$ cat config.mk
export PLATFORM = sky130hd
export DESIGN_NAME = uart_rx_framer
export DESIGN_NICKNAME = d
export VERILOG_FILES = /design/src/rtl/uart_rx_framer.sv
export SDC_FILE = /design/constraint.sdc
export NUM_CORES = 1
export LEC_CHECK = 0
export BUFFER_PORTS_ARGS = -buffer_cell sky130_fd_sc_hd__buf_2
export CORE_ASPECT_RATIO = 1.4
export CORE_MARGIN = 1.5
export CORE_UTILIZATION = 55
export CTS_CLUSTER_DIAMETER = 200
export DETAILED_ROUTE_END_ITERATION = 12
export GPL_TIMING_DRIVEN = 0
export HOLD_SLACK_MARGIN = 0.03
export PLACE_DENSITY_LB_ADDON = 0.3
export SLEW_MARGIN = 30
export SYNTH_ARGS = -nofsm -noshare
export SYNTH_HDL_FRONTEND = slang
export SYNTH_SLANG_ARGS = --single-unit
$ cat constraint.sdc
create_clock -name clk -period 4.7 [get_ports clk]
set_clock_uncertainty 0.2 [all_clocks]
set_input_delay 0 -clock clk [delete_from_list [all_inputs] [get_ports clk]]
set_output_delay 0 -clock clk [all_outputs]
set_load 0.05 [all_outputs]
$ cat src/rtl/uart_rx_framer.sv
// UART receive framer: synchronises rx, qualifies the start bit, majority-votes
// each bit at its centre and emits one-clk rx_valid / frame_err pulses.
module uart_rx_framer #(
    parameter int unsigned OVERSAMPLE  = 16,
    parameter int unsigned DATA_BITS   = 8,
    parameter int unsigned SYNC_STAGES = 2
) (
    input  logic                 clk,
    input  logic                 rst_n,
    input  logic                 baud_en,
    input  logic                 rx,
    output logic [DATA_BITS-1:0] data_out,
    output logic                 rx_valid,
    output logic                 frame_err,
    output logic                 busy
);
    localparam int unsigned CW = $clog2(OVERSAMPLE);
    localparam int unsigned BW = $clog2(DATA_BITS);
    localparam logic [CW-1:0] VOTE_A   = CW'(OVERSAMPLE / 2 - 1);
    localparam logic [CW-1:0] VOTE_B   = CW'(OVERSAMPLE / 2);
    localparam logic [CW-1:0] VOTE_C   = CW'(OVERSAMPLE / 2 + 1);
    localparam logic [CW-1:0] TICK_END = CW'(OVERSAMPLE - 1);
    localparam logic [BW-1:0] BIT_LAST = BW'(DATA_BITS - 1);

    typedef enum logic [1:0] {IDLE, START, DATA, STOP} state_t;

    state_t                 state_q, state_d;
    logic [CW-1:0]          cnt_q, cnt_d;
    logic [BW-1:0]          idx_q, idx_d;
    logic [DATA_BITS-1:0]   shift_q, shift_d;
    logic [DATA_BITS-1:0]   data_q, data_d;
    logic [1:0]             samp_q, samp_d;
    logic [SYNC_STAGES-1:0] sync_q, sync_d;
    logic                   armed_q, armed_d;
    logic                   valid_q, valid_d;
    logic                   ferr_q, ferr_d;
    logic                   busy_q, busy_d;
    logic                   rx_s;
    logic                   vote;

    assign rx_s = sync_q[SYNC_STAGES-1];
    assign vote = (samp_q[0] & samp_q[1]) | (samp_q[0] & rx_s) | (samp_q[1] & rx_s);

    always_comb begin
        sync_d  = {sync_q[SYNC_STAGES-2:0], rx};
        state_d = state_q;
        cnt_d   = cnt_q;
        idx_d   = idx_q;
        shift_d = shift_q;
        data_d  = data_q;
        samp_d  = samp_q;
        armed_d = armed_q;
        valid_d = 1'b0;
        ferr_d  = 1'b0;

        if (baud_en) begin
            if (state_q != IDLE) begin
                cnt_d = cnt_q + 1'b1;
                if (cnt_q == VOTE_A) samp_d[0] = rx_s;
                if (cnt_q == VOTE_B) samp_d[1] = rx_s;
            end
            case (state_q)
                IDLE: begin
                    if (rx_s) begin
                        armed_d = 1'b1;
                    end else if (armed_q) begin
                        // The detecting tick is tick 0 of the start bit.
                        state_d = START;
                        cnt_d   = CW'(1);
                        armed_d = 1'b0;
                    end
                end
                START: begin
                    if (cnt_q == VOTE_C && vote) begin
                        state_d = IDLE;
                        cnt_d   = '0;
                    end else if (cnt_q == TICK_END) begin
                        state_d = DATA;
                        cnt_d   = '0;
                        idx_d   = '0;
                    end
                end
                DATA: begin
                    if (cnt_q == VOTE_C) shift_d = {vote, shift_q[DATA_BITS-1:1]};
                    if (cnt_q == TICK_END) begin
                        cnt_d = '0;
                        if (idx_q == BIT_LAST) state_d = STOP;
                        else                   idx_d   = idx_q + 1'b1;
                    end
                end
                STOP: begin
                    // High stop samples re-arm so a start right after the vote is taken.
                    if (rx_s) armed_d = 1'b1;
                    if (cnt_q == VOTE_C) begin
                        state_d = IDLE;
                        cnt_d   = '0;
                        if (vote) begin
                            data_d  = shift_q;
                            valid_d = 1'b1;
                        end else begin
                            ferr_d = 1'b1;
                        end
                    end
                end
                default: state_d = IDLE;
            endcase
        end
        busy_d = (state_d != IDLE);
    end

    always_ff @(posedge clk or negedge rst_n) begin
        if (!rst_n) begin
            state_q <= IDLE;
            cnt_q   <= '0;
            idx_q   <= '0;
            shift_q <= '0;
            data_q  <= '0;
            samp_q  <= '0;
            sync_q  <= '1;
            armed_q <= 1'b0;
            valid_q <= 1'b0;
            ferr_q  <= 1'b0;
            busy_q  <= 1'b0;
        end else begin
            state_q <= state_d;
            cnt_q   <= cnt_d;
            idx_q   <= idx_d;
            shift_q <= shift_d;
            data_q  <= data_d;
            samp_q  <= samp_d;
            sync_q  <= sync_d;
            armed_q <= armed_d;
            valid_q <= valid_d;
            ferr_q  <= ferr_d;
            busy_q  <= busy_d;
        end
    end

    assign data_out  = data_q;
    assign rx_valid  = valid_q;
    assign frame_err = ferr_q;
    assign busy      = busy_q;
endmodule
== Yosys cells after proc, flatten, opt, wreduce, memory -nomap -nowiden ==
Index checks and enable logic that the tools add are counted.
Storage, ports and cells
  register bits: 33
  output and inout bits: 11
  word-level logic and storage cells: 76
Cells by class
  muxes and demuxes: 32
  equal/unequal tests: 13
  bitwise logic cells: 5
  $add $sub $neg: 2
  reductions and logical operators: 12
Operator list (count)
  $mux 4: 6
  $mux 2: 8
  $pmux 4 s4: 1
  $eq 4x4->1 const B: 3
  $mux 3: 4
  $reduce_and 3->1: 4
  $mux 1: 10
  $ne 2x2->1 const B: 5
  $pmux 2 s4: 1
  $reduce_bool 2->1: 4
  $pmux 3 s2: 1
  $reduce_and 6->1: 1
  $add 4x1->4 const B: 1
  $eq 2x2->1 const B: 2
  $eq 4x3->1 const B: 1
  $reduce_and 4->1: 1
  $add 3x1->3 const B: 1
  $and 1x1->1: 3
  $eq 3x3->1 const B: 1
  $eq 2x1->1 const B: 1
  $logic_not 2->1: 1
  $or 1x1->1: 2
  $pmux 1 s2: 1
  $logic_and 1x1->1: 1

== Longest topological paths before layout ==
  depth in word-level cells: 8
  depth in mapped cells: 7
  mapped depth without buffers: 6

== Least setup slack after synthesis ==
No wires, ideal clock.
  kind: reg-to-reg
  start point: reg state_q[0]
  end point: reg busy_q, in the netlist busy
  setup slack: 2817 ps
  stages on the path, launching flop included: 7
  setup time: 145 ps
  arrival: 1538 ps
  path through: dfrtp_1 > inv_1 > ha_1 > inv_1 > o21ai_0 > a221o_1 > nand4b_1
RTL lines
  start, declared: RTL line 27  | state_t state_q, state_d;
  start signal, assigned: RTL line 125  | state_q <= state_d;
  $eq 2x2->1 (tied with other cells): RTL line 62  | case (state_q)
  $pmux 2 s4 (*): RTL line 62
  $mux 2 (*): RTL line 56  | if (baud_en) begin
  via state_d[1]: RTL line 27
  $reduce_bool 2->1 (*): RTL line 108  | busy_d = (state_d != IDLE);
  via busy_d: RTL line 37  | logic busy_q, busy_d;
  end signal, assigned: RTL line 135  | busy_q <= busy_d;
  end, declared: RTL line 37
The timed path passes the listed nets; every way through them passes the cells marked *.
A chain may end at the register's enable or synchronous reset.

== Worst setup path after layout ==
Ends and elaborated chain as after synthesis.

==> results_dict.tcl <==
set metrics [dict create \
    start_util_pct 57.4 \
    worstPathArrival_ps 2140 \
    fillers 210 \
    rsz0062_at_grt "false" \
    maxSlewViolCount 0 \
    drt_pass1_iterations 4 \
    worst_r2r_endpoint "busy" \
    postRouteAntennaNets 0 \
    slowest_stage "dfrtp_1" \
    cts_hold_buf 3 \
    gr-total-overflow 0 \
    drtIter0Drc 31 \
    power.density_nw_per_um2 477 \
    ys.warnings.count 0 \
    port_buffers 14 \
    crit_cells 6 \
    grt_pass1_vias 1057 \
    htreeDepth 2 \
    dieHeight_um 67.5 \
    wl_met1_mm 1.18 \
    antenna_cells 0 \
    grt.total_usage_pct 20.4 \
    worst-r2r-cell-count 6 \
    synthFlopType "dfrtp_1" \
    total_power_mw 0.905 \
    wl_met3_um 122 \
    drive_gt1_share_pct 34.4 \
    drc 0 \
    row_count 23 \
    clock_sinks 33 \
    num_vias 1113 \
    cp_top_family "compound AO/OA/AOI/OAI gates" \
    nNetsFinal 166 \
    wl_met2_mm 1.55 \
    path_class "reg2reg" \
    grt_pass1_wl_mm 5.01 \
    fmax_ghz 0.455 \
    setup_slack_ps 2500 \
    cts_tree "built" \
    viasPerCell 5.83 \
    clk_latency_ps 280 \
    worstMarginPinSlew_ps 705 \
    syn_nets 142 \
    grt_max_degree 34 \
    finalHoldViolations 0 \
    routed_wl_mm 2.95 \
    drt-wirelength-per-cell_um 15.4 \
    p_leak_nw 0.950 \
    slew_headroom_pct 53.0 \
    post_synth.cell_area_avg_um2 12.7 \
    cp_slowest_stage_delay_ps 440 \
    cpMostUsedCell "inv_1" \
    cts_resized 0 \
    layout_commonest_cell "dfrtp_1" \
    multi_input_area_um2 736 \
    gp_congestion 0.843 \
    clk_pin_slew_ps 70 \
    cp-endpoint "busy" \
    startpoint "state_q[0]" \
    io_pins 15 \
    post_synth_num_cell_types 37 \
    area_delta_synth_final_pct 16.1 \
    r2r_setup_slack_ps 2500 \
    final_cell_mix "31 x dfrtp_1, 16 x buf_2, 13 x mux2_2" \
    ir_drop_uv 282 \
    async_reset_ff_share_pct 100 \
    outcome "complete, no violations" \
    syn_inst 129 \
    end_kind "register" \
    cts-root-buf "clkbuf_8" \
    period_share_pct 46.8 \
    top_layer_used "met4" \
    worstReg2RegStart "state_q[0]" \
    pre_cts_ws_ps 2540 \
    cp_max_fo 8 \
    hold_class "in2async" \
    cts_setup_buffers 0 \
    cp-start-kind "register" \
    drv.max_cap_violation_count 0 \
    fp.dieW_um 49.1 \
    synth-edff-count 0 \
    synth-seq-area-share_pct 50.7 \
    numCtsBuffers 5 \
    cts_buffer_depth 2 \
    synth-seq-cells 33 \
    fin_crit_ps 2200 \
    grt_antenna_before_repair 0 \
    die_area_um2 3310 \
    cp_cell_sequence "inv_1 -> ha_1 -> inv_1 -> o21ai_0 -> a221o_1 -> nand4b_1" \
    cp_num_buf_inv 2 \
    register_area_um2 828 \
    crit_required_ps 4640 \
    syn_area_um2 1630 \
    tns_ps 0 \
    finalSetupViolCount 0 \
    core_area_um2 2850 \
    hpwl_mm 2.08 \
]
[report_power, final]
group / switching, mW / internal (mW)
Sequential: 0.0309 / 0.323
Combinational: 0.166 / 0.114
Clock: 0.0970 / 0.173
[state kept, by name (all words and copies together) (netlist names)]
signal	count
rx_valid	1
sync_q	2
busy	1
shift_q	8
cnt_q	4
data_out	8
armed_q	1
state_q	2
frame_err	1
idx_q	3
samp_q	2
[how the worst min path moves through the flow]
stage / start / endpoint / slack (ps) / cells past startpoint
after global placement: rst_n / data_out[5] / -130 / 1
after CTS: rst_n / shift_q[4] / 130 / 2
after floorplan: rst_n / armed_q / -500 / 0
after detailed placement: rst_n / shift_q[4] / -110 / 1
after global routing: sync_q[0] / sync_q[1] / 170 / 0
final: rst_n / shift_q[4] / 100 / 2
[metrics by stage]
stage          cell area, um2  hold WS [ps]  utilization [%]  cells
3_3_place_gp             1750          -125             61.4    180
2_1_floorplan            1630          -496                -    129
5_1_grt                  1900           170             66.6    191
6_report                 1900          99.2             66.6    191
4_1_cts                  1900           128             66.6    191
3_5_place_dp             1750          -110             61.4    180
[cells in the mapped netlist (2+ instances only)]
library cell  number  area share [%]
dfrtp_1           31              47
mux2_4             8             7.4
nor2_1             3            0.69
nand3_1            6             1.8
mux2_2            13             9.0
nand4b_1           3             1.6
a22o_1             2             1.1
nand2_1            7             1.6
buf_6              3             2.1
nand3b_1           2            0.92
inv_1              7             1.6
ha_1               9             6.9
nor2b_1            2            0.77
a21oi_1            5             1.5
dfstp_2            2             3.2
buf_2              2            0.61
o21ai_0            4             1.2
[cell type report]
cell class	count	share of cell area, %
Inverter	7	1.39
Clock inverter	1	1.58
Timing Repair Buffer	17	5.28
Buffer	5	2.31
Clock buffer	7	4.55
Sequential cell	33	43.7
Tap cell	37	2.44
Multi-Input combinational cell	84	38.8
[kinds of logic after synthesis]
| logic type | Yosys count | synth area share [%] |
|---|---|---|
| muxes | 21 | 16.3 |
| buffers and inverters | 12 | 4.29 |
| DFF | 33 | 50.7 |
| and+or+nand+nor | 33 | 12.9 |
| adders and majority gates | 10 | 7.58 |
| AOI/OAI and AO/OA | 20 | 8.19 |
[metal layers]
layer	up-vias	global-route usage [%]
met4	0	11.8
met2	34	35.3
met5	-	0
met3	10	3.98
met1	551	23.7
li1	518	-
No activity file was read; power rests on OpenSTA's default activity.
